`src/rtl/pipe_pkg.sv`:
```
// rtl/pipe_pkg.sv - shared occupancy states and per-stage payload widths for pipe_stage_skid
package pipe_pkg;

   typedef enum logic [1:0] {
      ST_EMPTY = 2'd0,
      ST_ONE   = 2'd1,
      ST_FULL  = 2'd2
   } occ_t;

   // EX/MEM payload: WB and MEM control, ALU result, store data, dest reg, jump info
   typedef struct packed {
      logic [1:0]  wb_ctl;
      logic [2:0]  mem_ctl;
      logic [31:0] alu_result;
      logic [31:0] write_data;
      logic [4:0]  write_reg;
      logic        jump;
      logic [31:0] jump_target;
   } ex_mem_t;

   typedef struct packed {
      logic [1:0]  wb_ctl;
      logic [31:0] mem_data;
      logic [31:0] alu_result;
      logic [4:0]  write_reg;
   } mem_wb_t;

   typedef struct packed {
      logic [1:0]  wb_ctl;
      logic [2:0]  mem_ctl;
      logic [3:0]  ex_ctl;
      logic [31:0] pc;
      logic [31:0] rs_data;
      logic [31:0] rt_data;
      logic [31:0] imm;
      logic [4:0]  rt;
      logic [4:0]  rd;
   } id_ex_t;

   localparam int ID_EX_W  = $bits(id_ex_t);
   localparam int EX_MEM_W = $bits(ex_mem_t);
   localparam int MEM_WB_W = $bits(mem_wb_t);

endpackage

```
`src/rtl/pipe_stage_skid_if.sv`:
```
// rtl/pipe_stage_skid_if.sv - upstream/downstream valid-ready handshake bundle for one pipeline stage
interface pipe_stage_skid_if #(
   parameter int W = 32
);
   logic         in_valid;
   logic         in_ready;
   logic [W-1:0] in_data;
   logic         out_valid;
   logic         out_ready;
   logic [W-1:0] out_data;

   modport master (
      output in_valid, in_data, out_ready,
      input  in_ready, out_valid, out_data
   );

   modport slave (
      input  in_valid, in_data, out_ready,
      output in_ready, out_valid, out_data
   );
endinterface

```
`src/rtl/sat_counter.sv`:
```
// rtl/sat_counter.sv - saturating up-counter with synchronous clear
module sat_counter #(
   parameter int CW = 16
) (
   input  logic          clk,
   input  logic          rst,
   input  logic          clr,
   input  logic          inc,
   output logic [CW-1:0] count
);
   localparam logic [CW-1:0] ONE = {{(CW-1){1'b0}}, 1'b1};

   always_ff @(posedge clk) begin
      if (rst || clr) begin
         count <= '0;
      end else if (inc && (count != '1)) begin
         count <= count + ONE;
      end
   end
endmodule

```
`src/rtl/pipe_stage_skid.sv`:
```
// rtl/pipe_stage_skid.sv - valid/ready pipeline stage register with optional 2-entry skid and stall counter
module pipe_stage_skid
   import pipe_pkg::*;
#(
   parameter int W    = 32,
   parameter int SKID = 1,
   parameter int CW   = 16
) (
   input  logic              clk,
   input  logic              rst,
   input  logic              flush,
   pipe_stage_skid_if.slave  bus,
   output logic [1:0]        level,
   input  logic              cnt_clr,
   output logic [CW-1:0]     stall_cnt
);
   occ_t         state_q, state_d;
   logic [W-1:0] main_q, main_d;
   logic [W-1:0] skid_q, skid_d;
   logic         in_fire, out_fire;

   // With the skid buffer, in_ready depends only on registered state
   assign bus.in_ready  = (SKID != 0) ? (state_q != ST_FULL)
                                      : ((state_q == ST_EMPTY) || bus.out_ready);
   assign bus.out_valid = (state_q != ST_EMPTY);
   assign bus.out_data  = main_q;
   assign level         = state_q;

   assign in_fire  = bus.in_valid  && bus.in_ready;
   assign out_fire = bus.out_valid && bus.out_ready;

   always_comb begin
      state_d = state_q;
      main_d  = main_q;
      skid_d  = skid_q;
      if (SKID != 0) begin
         case (state_q)
            ST_EMPTY: begin
               if (in_fire) begin
                  state_d = ST_ONE;
                  main_d  = bus.in_data;
               end
            end
            ST_ONE: begin
               if (in_fire && out_fire) begin
                  main_d = bus.in_data;
               end else if (in_fire) begin
                  state_d = ST_FULL;
                  skid_d  = bus.in_data;
               end else if (out_fire) begin
                  state_d = ST_EMPTY;
               end
            end
            ST_FULL: begin
               if (out_fire) begin
                  state_d = ST_ONE;
                  main_d  = skid_q;
               end
            end
            default: state_d = ST_EMPTY;
         endcase
      end else begin
         if (in_fire) begin
            state_d = ST_ONE;
            main_d  = bus.in_data;
         end else if (out_fire) begin
            state_d = ST_EMPTY;
         end
      end
      // Flush only drops occupancy; payload registers keep their contents
      if (flush) begin
         state_d = ST_EMPTY;
         main_d  = main_q;
         skid_d  = skid_q;
      end
   end

   always_ff @(posedge clk) begin
      if (rst) begin
         state_q <= ST_EMPTY;
         main_q  <= '0;
         skid_q  <= '0;
      end else begin
         state_q <= state_d;
         main_q  <= main_d;
         skid_q  <= skid_d;
      end
   end

   sat_counter #(.CW(CW)) u_stall_cnt (
      .clk   (clk),
      .rst   (rst),
      .clr   (cnt_clr),
      .inc   (bus.out_valid && !bus.out_ready),
      .count (stall_cnt)
   );
endmodule

```
`src/flat_wrapper.sv`:
```
// flat-port wrapper written by rule: the top's interface ports become plain ports
module pipe_stage_skid_flat import pipe_pkg::*;
#(
   parameter int W    = 32,
   parameter int SKID = 1,
   parameter int CW   = 16
)
  (clk, rst, flush, level, cnt_clr, stall_cnt, bus_in_valid, bus_in_data, bus_out_ready, bus_in_ready, bus_out_valid, bus_out_data);
  pipe_stage_skid_if #(.W(W)) bus_i ();
  input  logic clk;
  input  logic rst;
  input  logic flush;
  output logic [1:0] level;
  input  logic cnt_clr;
  output logic [CW-1:0] stall_cnt;
  input wire logic [$bits(bus_i.in_valid)-1:0] bus_in_valid;
  input wire logic [$bits(bus_i.in_data)-1:0] bus_in_data;
  input wire logic [$bits(bus_i.out_ready)-1:0] bus_out_ready;
  output wire logic [$bits(bus_i.in_ready)-1:0] bus_in_ready;
  output wire logic [$bits(bus_i.out_valid)-1:0] bus_out_valid;
  output wire logic [$bits(bus_i.out_data)-1:0] bus_out_data;
  assign bus_i.in_valid = bus_in_valid;
  assign bus_i.in_data = bus_in_data;
  assign bus_i.out_ready = bus_out_ready;
  assign bus_in_ready = bus_i.in_ready;
  assign bus_out_valid = bus_i.out_valid;
  assign bus_out_data = bus_i.out_data;
  pipe_stage_skid #(.W(W), .SKID(SKID), .CW(CW)) u_core (.clk(clk), .rst(rst), .flush(flush), .bus(bus_i), .level(level), .cnt_clr(cnt_clr), .stall_cnt(stall_cnt));
endmodule
```
`config.mk`:
```
export PLATFORM = sky130hd
export DESIGN_NAME = pipe_stage_skid_flat
export DESIGN_NICKNAME = d
export VERILOG_FILES = /design/src/rtl/pipe_pkg.sv /design/src/rtl/pipe_stage_skid_if.sv /design/src/rtl/sat_counter.sv /design/src/rtl/pipe_stage_skid.sv /design/src/flat_wrapper.sv
export SDC_FILE = /design/constraint.sdc
export NUM_CORES = 1
export LEC_CHECK = 0
export ABC_CLOCK_PERIOD_IN_PS = 1900
export BUFFER_PORTS_ARGS = -buffer_cell sky130_fd_sc_hd__buf_2
export CAP_MARGIN = 20
export CORE_AREA = 2 2 74 111
export CTS_BUF_LIST = sky130_fd_sc_hd__clkbuf_4
export DETAILED_ROUTE_END_ITERATION = 8
export DIE_AREA = 0 0 76 113
export PLACE_DENSITY = 0.73
export SYNTH_ARGS = -nofsm -noshare
export SYNTH_HDL_FRONTEND = slang
export SYNTH_SLANG_ARGS = --single-unit
```
`constraint.sdc`:
```
create_clock -name clk -period 1.9 [get_ports clk]
set_input_delay 0.095 -clock clk [delete_from_list [all_inputs] [get_ports clk]]
set_output_delay 0.095 -clock clk [all_outputs]
set_load 0.01 [all_outputs]
```
== Word-level counts from Yosys, hierarchy flattened ==
Index checks and enable logic that the tools add are counted.

* Word-level logic and storage cells: 40
* Input bits: 38
* Flip-flop bits (word level): 82
* Output and inout bits: 52

* Reductions and logical operators: 14
* Add/subtract/negate cells: 1
* Bitwise logic cells: 2
* Equality and inequality tests: 9
* Mux-type cells: 10

{| class="wikitable"
|+ Operator list
! cell !! number
|-
| $mux W32 || 3
|-
| $pmux W32 S3 || 1
|-
| $add A16 B1 Y16 const B || 1
|-
| $ne A16 B16 Y1 const B || 1
|-
| $mux W2 || 5
|-
| $reduce_and A4 Y1 || 2
|-
| $ne A2 B1 Y1 const B || 3
|-
| $pmux W2 S3 || 1
|-
| $logic_and A1 B1 Y1 || 5
|-
| $reduce_and A5 Y1 || 1
|-
| $ne A2 B2 Y1 const B || 2
|-
| $ne A3 B1 Y1 const B || 1
|-
| $reduce_bool A3 Y1 || 1
|-
| $eq A2 B1 Y1 const B || 1
|-
| $eq A2 B2 Y1 const B || 1
|-
| $logic_not A2 Y1 || 1
|-
| $not A1 Y1 || 2
|-
| $reduce_bool A2 Y1 || 1
|-
| $reduce_or A2 Y1 || 1
|-
| $logic_not A1 Y1 || 1
|-
| $logic_or A1 B1 Y1 || 1
|}

== Longest topological paths before layout ==
Gate-level depths: netlist of the first run.

* Depth in word-level cells: 6
* Depth in mapped cells: 6
* Mapped depth without buffers: 5

== Cells and area by module ==
A second synthesis of the first run with hierarchy kept.

* Cell total of the unflattened synthesis: 408
* Area, all modules: 3938.8 um2

{| class="wikitable"
|+ By module, submodules not included
! module !! cells each !! times used !! area each (um2) !! sequential area each (um2)
|-
| pipe_stage_skid || 313 || 1 || 3091.7 || 1321.3
|-
| sat_counter || 95 || 1 || 847.1 || 320.3
|}

== Worst setup path before layout of the first run ==
OpenSTA, ideal clock, no wires.

* Path kind: register to register
* Start point: register u_core.u_stall_cnt.count[0]
* End point: register u_core.u_stall_cnt.count[3]
* Arrival: 1.604 ns
* Required time: 1.785 ns
* Buffers on the path: 1
* Setup time: 0.115 ns
* Setup slack: 0.182 ns
* Clock period less this slack: 1.718 ns
* Stages on the path, launching flop included: 7
* Cells stage by stage: dfxtp_1 ha_1 nand4_1 nor4_2 buf_4 nor4_1 o21a_1

* Longest elaborated chain between the ends: 2
* Elaborated cells between the ends (all ways): 3
* Those cells by class: add/sub: 1; eq/ne: 1; reduce/logical: 1

{| class="wikitable"
|+ RTL lines
! item !! RTL line !! RTL
|-
| from (decl) || sat_counter.sv:9 || <nowiki>output logic [CW-1:0] count</nowiki>
|-
| from (signal assigned) || sat_counter.sv:17 || <nowiki>count <= count + ONE;</nowiki>
|-
| branches (longest 2 deep; another with $add A16 B1 Y16) || n/a ||
|}

Several ways; the timed one is not identified.
A chain may end at the register's enable or synchronous reset.

== Worst setup path after layout of the first run ==
* Start point: register u_core.state_q[1] (netlist: u_core.level[1])
* End point: register u_core.u_stall_cnt.count[9]

* Longest elaborated chain between the ends: 3

{| class="wikitable"
|+ RTL lines
! item !! RTL line !! RTL
|-
| from (decl) || pipe_stage_skid.sv:17 || <nowiki>occ_t state_q, state_d;</nowiki>
|-
| from (signal assigned) || pipe_stage_skid.sv:84 || <nowiki>state_q <= state_d;</nowiki>
|-
| $reduce_bool A2 Y1 || pipe_stage_skid.sv:25 || <nowiki>assign bus.out_valid = (state_q != ST_EMPTY);</nowiki>
|-
| $logic_and A1 B1 Y1 || pipe_stage_skid.sv:94 || <nowiki>.inc (bus.out_valid && !bus.out_ready),</nowiki>
|-
| $logic_and A1 B1 Y1 || sat_counter.sv:16 || <nowiki>end else if (inc && (count != '1)) begin</nowiki>
|}

Every way passes these cells.

==> metrics.md, run 1 <==
| Metric | Value |
|---|---|
| Synthesized net count | 476 |
| Worst Hold Depth | 3 |
| M3 GR Usage | 5.98% |
| Vias in the first global route | 3391 |
| Global-route wire length before repair | 15.7 mm |
| Placed cell area | 4230 um2 |
| Setup crit start kind | register |
| Final slew viol count | 0 |
| CP endpoint kind | register |
| Area grow syn2layout | 27.3% |
| Die Height | 113 um |
| Post-DR wirelength/cell | 14.2 um |
| Die width | 76 um |
| Initial antenna violation count | 0 |
| CTS root buf | clkbuf_4 |
| Worst Skew | 0.00784 ns |
| Worst R2R End | u_core.u_stall_cnt.count[9] |
| Busiest grt layer | met2 |
| Max Cap Violations | 0 |
| Met2 GRT Util | 38.6% |
| Register area share after synthesis | 44.6% |
| Number of synthesized flops with an enable pin | 0 |
| M1 GR Usage | 26.2% |
| Crit path DAT | 2.11 ns |
| Post-Syn Area | 3680 um2 |
| Gr usage total | 22.4% |
| Worst min-delay path class | in -> reg |
| WS Path Type | reg -> reg |
| Synth Flop Type | dfxtp_1 |
| Via count | 3566 |
| Via/cell ratio | 5.44 |
| Post-route cell area | 4690 um2 |
| Crit-path max FO | 10 |
| Mapped Avg Cell Area | 8.43 um2 |
| Outcome | finished clean |
| Clock latency on the worst-skew pair | 0.42 ns |
| Drt first-iter violations | 203 |
| Yosys cell types | 42 |
| CTS Sinks | 82 |
| Max IR drop VDD | 0.000486 V |
| Post-Route Setup TNS | 0 ns |
| Reg clk slew, reported paths | 0.11 ns |
| Layout Utilization | 62.0% |
| Share of layout cells above drive strength 1 | 22.4% |
| Drt total wl | 9.29 mm |
| Post-route DRC | 0 |
| Fin. Hold Viols | 0 |
| FFs w/ async S/R, synth | 0% |
| Fin crit share | 92.5% |
| Hold wc startpoint | cnt_clr |
| H-tree levels | 3 |
| Initial Util | 48.7% |
| Register bit total from synthesis | 82 |
| Reg2reg path depth | 4 |
| Gpl congestion | 0.940 |
| Setup slack, reg-to-reg | 0.14 ns |
| Worst EP required | 2.26 ns |
| Critical R2R Launch | u_core.level[1] |
| Row count | 39 |
| Power Density | 664 nW/um2 |
| Die area | 8590 um2 |
| DR pass1 iterations | 4 |
| N_diodes | 0 |
| Largest net degree at the start of global routing | 67 |
| Layout net count | 588 |
| I/O pin cnt | 90 |
| Post-route ant nets | 0 |
| Dpl hpwl | 5.80 mm |
| Worst hold endpoint | u_core.u_stall_cnt.count[3] |
| Grt total ovfl | 0 |
| Hold WS | 0.0565 ns |
| Buffers on Ports | 89 |
| Setup bufs post-CTS | 0 |
| Min Clock Period, post-route | 1.76 ns |
| Gate Count Post-Synth | 437 |
| Unrepaired setup endpoints after global routing | false |
| Final WS setup | 0.143 ns |
| Ys Warns | 0 |
| Post-placement worst setup slack | 0.190 ns |
| Slew headroom | 54.8% |
| CTS buffer count | 9 |
| Clock buffer depth | 2 |
| Max Freq | 0.569 GHz |
| CTS tree | yes |
| Worst Tran Pin Value | 0.679 ns |
| # setup viols final | 0 |
| Core region area | 7560 um2 |
| Leakage power | 2.02 nW |
cell usage after synthesis (all sizes together) (4+ instances only):
cell | instances | area share, %
a21oi | 74 | 10
and4 | 4 | 0.95
buf | 9 | 1.9
clkbuf | 25 | 2.5
dfxtp | 82 | 45
mux2i | 32 | 8.7
nand2 | 73 | 7.4
nand3 | 8 | 1.4
nand4 | 4 | 0.85
nor2 | 4 | 0.41
nor3 | 5 | 0.68
nor4 | 4 | 1.0
o211ai | 4 | 0.82
o21ai | 38 | 5.2
o31ai | 4 | 0.82
or3 | 37 | 6.3
or4 | 5 | 1.0
stage by stage:
step           power, mW  instances
3_5_place_dp        2.12        607
5_1_grt             3.26        656
2_1_floorplan       1.99        437
3_3_place_gp        2.11        607
4_1_cts             3.16        656
6_report            3.11        656
layout make-up:
cell class / count / area [um2]
multi-input combinational: 319 / 1880
clock inverter: 5 / 45.0
timing repair buffer: 135 / 898
sequential: 82 / 1640
clock buffer: 11 / 82.6
fill: 648 / 2880
tap: 102 / 128
inverter: 2 / 7.51
sequential cells by signal, indices dropped and copies added, names as in the netlist:
register and count:
u_core.bus.out_data 32, u_core.level 2, u_core.skid_q 32, u_core.u_stall_cnt.count 16
cells in the final DEF (no fill, tap or decap), types with 2 or more instances in the layout:
cell type	instances
o21ai_1	6
nor3_1	4
or2_2	2
and4_1	4
nor4_1	2
nand4_1	3
mux2i_1	32
nand3_1	7
o41ai_1	2
dlygate4sd3_1	33
or4_1	5
buf_12	2
buf_4	11
dfxtp_1	82
inv_1	2
clkinv_1	4
clkbuf_4	11
o21a_1	2
nand2_1	73
a21oi_1	73
o211ai_1	4
o21ai_0	32
nor2_1	4
and3_1	2
buf_2	89
or3_1	37
nor4_2	2
o31ai_1	4
nand2b_1	2
report_power, final:
| part | total (mW) | switching, mW | leakage [nW] | internal (mW) |
|---|---|---|---|---|
| clock network | 0.978 | 0.562 | 0.0710 | 0.416 |
| registers | 1.78 | 0.0202 | 0.665 | 1.76 |
| logic | 0.355 | 0.188 | 1.29 | 0.167 |
| total | 3.11 | 0.771 | 2.02 | 2.34 |
cells by family after synthesis:
group           share of synthesized area (%)
buf+inv                                  4.69
flops                                    44.6
compound gates                           19.8
fa+ha+maj                               0.340
mux                                      8.70
simple gates                             21.9
worst max path at each step:
stage | startpoint | endpoint | slack, ns
finish | u_core.level[1] | u_core.u_stall_cnt.count[9] | 0.14
global route | u_core.u_stall_cnt.count[0] | u_core.u_stall_cnt.count[12] | 0.002
CTS | u_core.level[1] | u_core.u_stall_cnt.count[9] | 0.15
detailed placement | u_core.level[1] | u_core.u_stall_cnt.count[9] | 0.19
global placement | u_core.level[1] | u_core.u_stall_cnt.count[11] | 0.26
floorplan | u_core.u_stall_cnt.count[0] | u_core.u_stall_cnt.count[3] | 0.18
layer usage:
layer  up-vias  part of all wire [%]
li1       1797                     -
met1      1668                    43
met2        87                    51
met3        14                   4.5
met4         0                   1.7
met5         -                     0
repair_timing:
action,in CTS,in global routing
endpoints found under the hold margin,33,0
hold buffers,33,0
resized for setup,0,0
critical path, stage by stage (launching register included):
cell,delay (ns)
dfxtp_1,0.50
o21ba_1,0.37
nand3_4,0.17
or4_1,0.51
a21oi_1,0.15
No activity file was read; power rests on OpenSTA's default activity.
==> run 2: changes to the inputs <==
--- a/config.mk
+++ b/config.mk
@@ -13,6 +13,7 @@
 export DETAILED_ROUTE_END_ITERATION = 8
 export DIE_AREA = 0 0 76 113
 export PLACE_DENSITY = 0.73
+export SETUP_SLACK_MARGIN = 0.2
 export SYNTH_ARGS = -nofsm -noshare
 export SYNTH_HDL_FRONTEND = slang
 export SYNTH_SLANG_ARGS = --single-unit
==> metrics.md, run 2 (same netlist as run 1, synthesis figures left out) <==
| Metric | Value |
|---|---|
| Worst EP required | 2.29 ns (+0.03 ns) |
| Sw Share | 25.5% (+0.72 points) |
| Commonest non-fill, non-tap cells in the layout | buf_2 (89), dfxtp_1 (77), a21oi_1 (73), nand2_1 (73), or3_1 (37) |
| Layout Cells excl Fill | 655 (-0.15%) |
| CTS root buf | clkbuf_4 |
| CTS buffer count | 9 (unchanged) |
| Final slew viol count | 0 (unchanged) |
| WP depth | 4 (unchanged) |
| Worst Skew | 0.0111 ns (+0.00323 ns) |
| M3 GR Usage | 4.23% (-1.8 points) |
| Post-Route Setup TNS | 0 ns (unchanged) |
| Worst hold endpoint | u_core.u_stall_cnt.count[3] |
| Core region area | 7560 um2 (unchanged) |
| Critical path buffer and inverter count | 0 (unchanged) |
| Gpl congestion | 0.895 (-4.7%) |
| Crit path DAT | 2.01 ns (-0.10 ns) |
| Fin. Hold Viols | 0 (unchanged) |
| Pwr Total | 3.09 mW (-0.72%) |
| CTS Sinks | 82 (unchanged) |
| Post-route DRC | 0 (unchanged) |
| Worst R2R End | u_core.u_stall_cnt.count[11] |
| Initial antenna violation count | 0 (unchanged) |
| CTS tree | yes |
| Initial Util | 48.7% (unchanged) |
| Layout net count | 588 (unchanged) |
| Clock power share | 30.7% (-0.7 points) |
| # placed instances | 606 (-0.16%) |
| Slowest stage cell, crit path | or4_1 |
| WS Path Type | reg -> reg |
| Via count | 3587 (+0.59%) |
| Max Cap Violations | 0 (unchanged) |
| Reg clk slew, reported paths | 0.12 ns (about the same) |
| Met2 GRT Util | 39.8% (+1.2 points) |
| Via/cell ratio | 5.48 (+0.74%) |
| Min Clock Period, post-route | 1.63 ns (-0.132 ns) |
| Die Height | 113 um (unchanged) |
| Fillcell total | 666 (+2.8%) |
| Grt total ovfl | 0 (unchanged) |
| Global-route wire length before repair | 15.4 mm (-1.8%) |
| Row count | 39 (unchanged) |
| CP endpoint kind | register |
| Buffers on Ports | 89 (unchanged) |
| Worst min-delay path class | in -> reg |
| Crit-path max FO | 8 (-2) |
| Busiest grt layer | met2 |
| Unrepaired setup endpoints after global routing | true |
| Final WS setup | 0.275 ns (+0.132 ns) |
| Post-placement worst setup slack | 0.227 ns (+0.0368 ns) |
| Share of layout cells above drive strength 1 | 24.1% (+1.7 points) |
| Int Pwr | 2.30 mW (-1.7%) |
| Power Density | 652 nW/um2 (-1.8%) |
| Post-route ant nets | 0 (unchanged) |
| Setup slack, reg-to-reg | 0.27 ns (+0.13 ns) |
| Reg2reg path depth | 4 (unchanged) |
| Drt first-iter violations | 185 (-8.9%) |
| Delay-heaviest family, CP | simple AND/OR/NAND/NOR gates |
| Worst Tran Pin Value | 0.714 ns (+0.0355 ns) |
| Post-DR wirelength/cell | 14.4 um (+1.7%) |
| I/O pin cnt | 90 (unchanged) |
| Die width | 76 um (unchanged) |
| Vias in the first global route | 3295 (-2.8%) |
| Combinational power share | 11.6% (+0.2 points) |
| Outcome | finished clean |
| DR pass1 iterations | 4 (unchanged) |
| Gr usage total | 22.2% (-0.17 points) |
| NetSw | 787 uW (+2.1%) |
| N_diodes | 0 (unchanged) |
| Fin crit share | 85.5% (-7.0 points) |
| Sequential cell fraction of total power | 57.6% (+0.4 points) |
| Worst Hold Depth | 3 (unchanged) |
| Max IR drop VDD | 0.000411 V (-15%) |
| Drt total wl | 9.43 mm (+1.5%) |
| Hold wc startpoint | cnt_clr |
| M1 GR Usage | 25.8% (-0.39 points) |
| Clock buffer depth | 2 (unchanged) |
| Die area | 8590 um2 (unchanged) |
| Slew headroom | 52.4% (-2.4 points) |
| CP Cell Sequence | and4_1 > nand3_1 > or4_1 > a21oi_1 |
| Area grow syn2layout | 28.6% |
| Setup crit start kind | register |
| Critical R2R Launch | u_core.u_stall_cnt.count[5] |
| Dpl hpwl | 5.99 mm (+3.2%) |
| Leakage power | 2.04 nW (+0.64%) |
| # setup viols final | 0 (unchanged) |
| Clock latency on the worst-skew pair | 0.44 ns (+0.02 ns) |
| Max Freq | 0.615 GHz (+8.1%) |
| Max incr delay on CP | 0.51 ns (about the same) |
| Commonest non-fill, non-tap cell in the layout | buf_2 |
| Largest net degree at the start of global routing | 67 (unchanged) |
| H-tree levels | 3 (unchanged) |
## run 2: area by class of cell
cell class                 instances  area, um2  area share, %
timing repair buffer             135        915           19.3
tap                              102        128           2.69
clock buffer                       9       67.6           1.43
sequential                        82       1650           34.8
clock inverter                     6       48.8           1.03
multi-input combinational        319       1920           40.6
inverter                           2       7.51          0.158
## run 2: metrics by stage
stage | utilization (%) | hold WS, ns | cell area, um2
2_1_floorplan | - | 0.187 | 3680
3_3_place_gp | 56.0 | 0.347 | 4230
3_5_place_dp | 56.0 | 0.357 | 4230
4_1_cts | 61.9 | 0.000126 | 4680
5_1_grt | 62.6 | 0.0213 | 4740
6_report | 62.6 | 0.0188 | 4740
## run 2: worst max path at each step
| stage | from | endpoint |
|---|---|---|
| after floorplan | u_core.u_stall_cnt.count[9] | u_core.u_stall_cnt.count[3] |
| after global placement | u_core.level[1] | u_core.u_stall_cnt.count[11] |
| after detailed placement | u_core.level[1] | u_core.u_stall_cnt.count[9] |
| after CTS | u_core.level[1] | u_core.bus.out_data[22] |
| after global routing | u_core.u_stall_cnt.count[6] | u_core.u_stall_cnt.count[11] |
| final | u_core.u_stall_cnt.count[5] | u_core.u_stall_cnt.count[11] |
## run 2: layer usage
metal	share of wire, %	routed length, um
met4	2.3	219
met5	0	0
met2	52	4870
met3	4.1	391
met1	42	3950
## run 2: worst register-to-register path: cells and delay by family (launching register included)
kind / cells / cell delay [ns]
AND/OR/NAND/NOR: 3 / 0.94
AO/OA/AOI/OAI: 1 / 0.15
flip-flops: 1 / 0.48
## run 2: power by group through the flow
stage | Combinational [mW] | Sequential (mW) | Clock [mW]
5_1_grt | 0.395 | 1.79 | 1.04
4_1_cts | 0.356 | 1.78 | 0.966
3_3_place_gp | 0.296 | 1.82 | 0
3_5_place_dp | 0.303 | 1.82 | 0
6_report | 0.360 | 1.78 | 0.950
2_1_floorplan | 0.153 | 1.83 | 0
## run 2: what timing repair did
action | in CTS | in global routing
hold buffers | 33 | 0
setup endpoints to repair | 3 | 65
endpoints found under the hold margin | 33 | 0
gates resized for setup | 1 | 13
pin swaps | 0 | 2
buffers inserted | 0 | 1
==> run 3: changes to the inputs <==
--- a/config.mk
+++ b/config.mk
@@ -5,6 +5,7 @@
 export SDC_FILE = /design/constraint.sdc
 export NUM_CORES = 1
 export LEC_CHECK = 0
+export ABC_AREA = 1
 export ABC_CLOCK_PERIOD_IN_PS = 1900
 export BUFFER_PORTS_ARGS = -buffer_cell sky130_fd_sc_hd__buf_2
 export CAP_MARGIN = 20
@@ -12,7 +13,7 @@
 export CTS_BUF_LIST = sky130_fd_sc_hd__clkbuf_4
 export DETAILED_ROUTE_END_ITERATION = 8
 export DIE_AREA = 0 0 76 113
-export PLACE_DENSITY = 0.73
+export PLACE_DENSITY = 0.74
 export SETUP_SLACK_MARGIN = 0.2
 export SYNTH_ARGS = -nofsm -noshare
 export SYNTH_HDL_FRONTEND = slang
==> metrics.md, run 3 <==
| Metric | Value |
|---|---|
| Outcome | finished clean |
| CTS buffer count | 9 (unchanged) |
| Post-route cell area | 4760 um2 (+0.40%) |
| Drt first-iter violations | 163 (-12%) |
| Final slew viol count | 0 (unchanged) |
| Cell taking the most area after synthesis | dfxtp_1 |
| Clock buffer depth | 2 (unchanged) |
| Register area share after synthesis | 43.9% (-0.66 points) |
| Drt total wl | 9.12 mm (-3.4%) |
| Area grow syn2layout | 27.3% |
| Max Cap Violations | 0 (unchanged) |
| Max incr delay on CP | 0.42 ns (-0.09 ns) |
| FFs w/ async S/R, synth | 0% (unchanged) |
| Setup slack, reg-to-reg | 0.30 ns (+0.03 ns) |
| Pwr Total | 3.24 mW (+4.8%) |
| Register bit total from synthesis | 82 (unchanged) |
| Die width | 76 um (unchanged) |
| Post-DR wirelength/cell | 12.2 um (-15%) |
| Worst Skew | 0.00572 ns (-0.00535 ns) |
| Post-Route Setup TNS | 0 ns (unchanged) |
| Yosys cell types | 28 (-33%) |
| Min Clock Period, post-route | 1.64 ns (+0.0127 ns) |
| Fillcell total | 673 (+1.1%) |
| Power Density | 681 nW/um2 (+4.4%) |
| Via count | 3752 (+4.6%) |
| Worst min-delay path class | in -> reg |
| Most frequent cell after synthesis | inv_1 |
| Crit-path max FO | 67 (+59) |
| Critical R2R Launch | u_core.u_stall_cnt.count[0] |
| Post-placement worst setup slack | 0.308 ns (+0.0808 ns) |
| Reg2reg path depth | 8 (+4) |
| Final WS setup | 0.262 ns (-0.0127 ns) |
| Gpl congestion | 0.917 (+2.4%) |
| Commonest non-fill, non-tap cell in the layout | buf_2 |
| CTS tree | yes |
| Worst Tran Pin Value | 0.548 ns (-0.167 ns) |
| Setup crit start kind | register |
| Synthesized net count | 560 (+18%) |
| CTS Sinks | 82 (unchanged) |
| Max Freq | 0.611 GHz (-0.78%) |
| Row count | 39 (unchanged) |
| Unrepaired setup endpoints after global routing | true |
| Commonest non-fill, non-tap cells in the layout | buf_2 (89), inv_1 (83), nand2_1 (82), dfxtp_1 (81), a21oi_1 (76) |
| Dpl hpwl | 5.82 mm (-2.8%) |
| Crit path DAT | 1.54 ns (-0.47 ns) |
| H-tree levels | 3 (unchanged) |
| Gr usage total | 21.1% (-1.1 points) |
| Post-Syn Area | 3740 um2 (+1.5%) |
| Grt total ovfl | 0 (unchanged) |
| Die Height | 113 um (unchanged) |
| WS Path Type | reg -> out |
| Mapped Avg Cell Area | 7.17 um2 (-15%) |
| Synth Flop Type | dfxtp_1 |
| CP Cell Sequence | inv_1 > nand2_2 > buf_12 > buf_2 |
| Worst R2R End | u_core.u_stall_cnt.count[6] |
| Ys Warns | 0 (unchanged) |
| Slew headroom | 63.5% (+11 points) |
| Post-route DRC | 0 (unchanged) |
| Synth top cells by count | inv_1 (83), dfxtp_1 (82), nand2_1 (82), a21oi_1 (76), o21ai_1 (68) |
| DR pass1 iterations | 4 (unchanged) |
| Top cell type's share of synthesized area | 43.9% (-0.66 points) |
| Worst hold endpoint | u_core.level[1] |
| Sequential cell area | 1640 um2 (-0.30%) |
| Leakage power | 2.03 nW (-0.19%) |
| Fin crit share | 86.2% (+0.67 points) |
| Global-route wire length before repair | 14.8 mm (-3.9%) |
| Fin. Hold Viols | 0 (unchanged) |
| Largest net degree at the start of global routing | 68 (+1.5%) |
| Post-route ant nets | 0 (unchanged) |
| Core region area | 7560 um2 (unchanged) |
| Largest cells by area after synthesis | dfxtp_1 (44%), a21oi_1 (10%), o21ai_1 (9.1%) |
| Initial antenna violation count | 0 (unchanged) |
| Placed cell area | 4230 um2 (-0.15%) |
| Die area | 8590 um2 (unchanged) |
| Slowest stage cell, crit path | dfxtp_1 |
| Clock latency on the worst-skew pair | 0.43 ns (about the same) |
| N_diodes | 0 (unchanged) |
| Number of synthesized flops with an enable pin | 0 (unchanged) |
| Worst Hold Depth | 4 (+1) |
| I/O pin cnt | 90 (unchanged) |
| Max IR drop VDD | 0.000533 V (+30%) |
| Via/cell ratio | 5.03 (-8.2%) |
| # setup viols final | 0 (unchanged) |
| Reg clk slew, reported paths | 0.12 ns (about the same) |
| Share of layout cells above drive strength 1 | 19.9% (-4.2 points) |
| Initial Util | 49.4% (+0.73 points) |
| Hold wc startpoint | bus_out_ready |
| Worst EP required | 1.80 ns (-0.49 ns) |
| CP endpoint kind | primary output |
| CTS root buf | clkbuf_4 |
| Vias in the first global route | 3486 (+5.8%) |
| Buffers on Ports | 89 (unchanged) |
| Gate Count Post-Synth | 521 (+19%) |
| Layout net count | 679 (+15%) |
| Multi-input logic area | 1610 um2 (-16%) |
-- run 3: worst max path at each step --
stage / start / end / slack, ns / cells past startpoint
after CTS: u_core.level[0] / bus_in_ready / 0.26 / 4
final: u_core.level[0] / bus_in_ready / 0.26 / 4
after global placement: u_core.u_stall_cnt.count[0] / u_core.u_stall_cnt.count[15] / 0.35 / 8
after global routing: u_core.level[0] / bus_in_ready / 0.16 / 4
after detailed placement: u_core.level[0] / u_core.skid_q[0] / 0.31 / 6
after floorplan: u_core.u_stall_cnt.count[0] / u_core.u_stall_cnt.count[1] / 0.39 / 9
-- run 3: cell type report --
class | count | share of cell area (%)
clock buffer | 9 | 1.42
clock inverter | 6 | 1.24
inverter | 87 | 6.87
multi-input combinational | 327 | 33.9
sequential | 82 | 34.5
tap | 102 | 2.68
timing repair buffer | 133 | 19.3
-- run 3: per-stage QoR --
stage               hold slack [ns]  instances  utilization, %
finish                       0.0229        746            62.9
global route                 0.0149        746            62.9
CTS                         0.00338        743            62.2
detailed placement            0.382        693            55.9
global placement              0.369        693            55.9
floorplan                     0.243        521               -
-- run 3: power by group --
part / leakage, nW / switching, mW / internal (mW) / total, mW
Sequential: 0.669 / 0.0330 / 1.79 / 1.82
Combinational: 1.30 / 0.241 / 0.201 / 0.442
Clock: 0.0652 / 0.588 / 0.385 / 0.973
Total: 2.03 / 0.862 / 2.38 / 3.24
-- run 3: repair_timing --
| item | CTS | global route |
|---|---|---|
| endpoints found under the setup margin | 0 | 21 |
| hold buffers | 35 | 0 |
| buffers inserted | 0 | 1 |
| gates resized for setup | 0 | 4 |
| endpoints found under the hold margin | 34 | 0 |
-- run 3: cell families after synthesis --
logic type / share of synthesized area, %
compound gates: 24.3
flops: 43.9
xor+xnor: 1.41
buf+inv: 13.4
fa+ha+maj: 0.335
simple gates: 16.6
-- run 3: critical path: cells and delay by family, from the launching register on --
| family | cells | cell delay, ns |
|---|---|---|
| flip-flops | 1 | 0.42 |
| AND/OR/NAND/NOR | 1 | 0.11 |
| buffers and inverters | 3 | 0.55 |
-- run 3: routing by layer --
metal | global-route usage, % | vias up | wire, um
met5 | 0 | - | 0
met3 | 5.10 | 30 | 417
met4 | 12.1 | 0 | 318
met1 | 23.0 | 1703 | 3660
met2 | 37.3 | 105 | 4720
li1 | - | 1914 | -
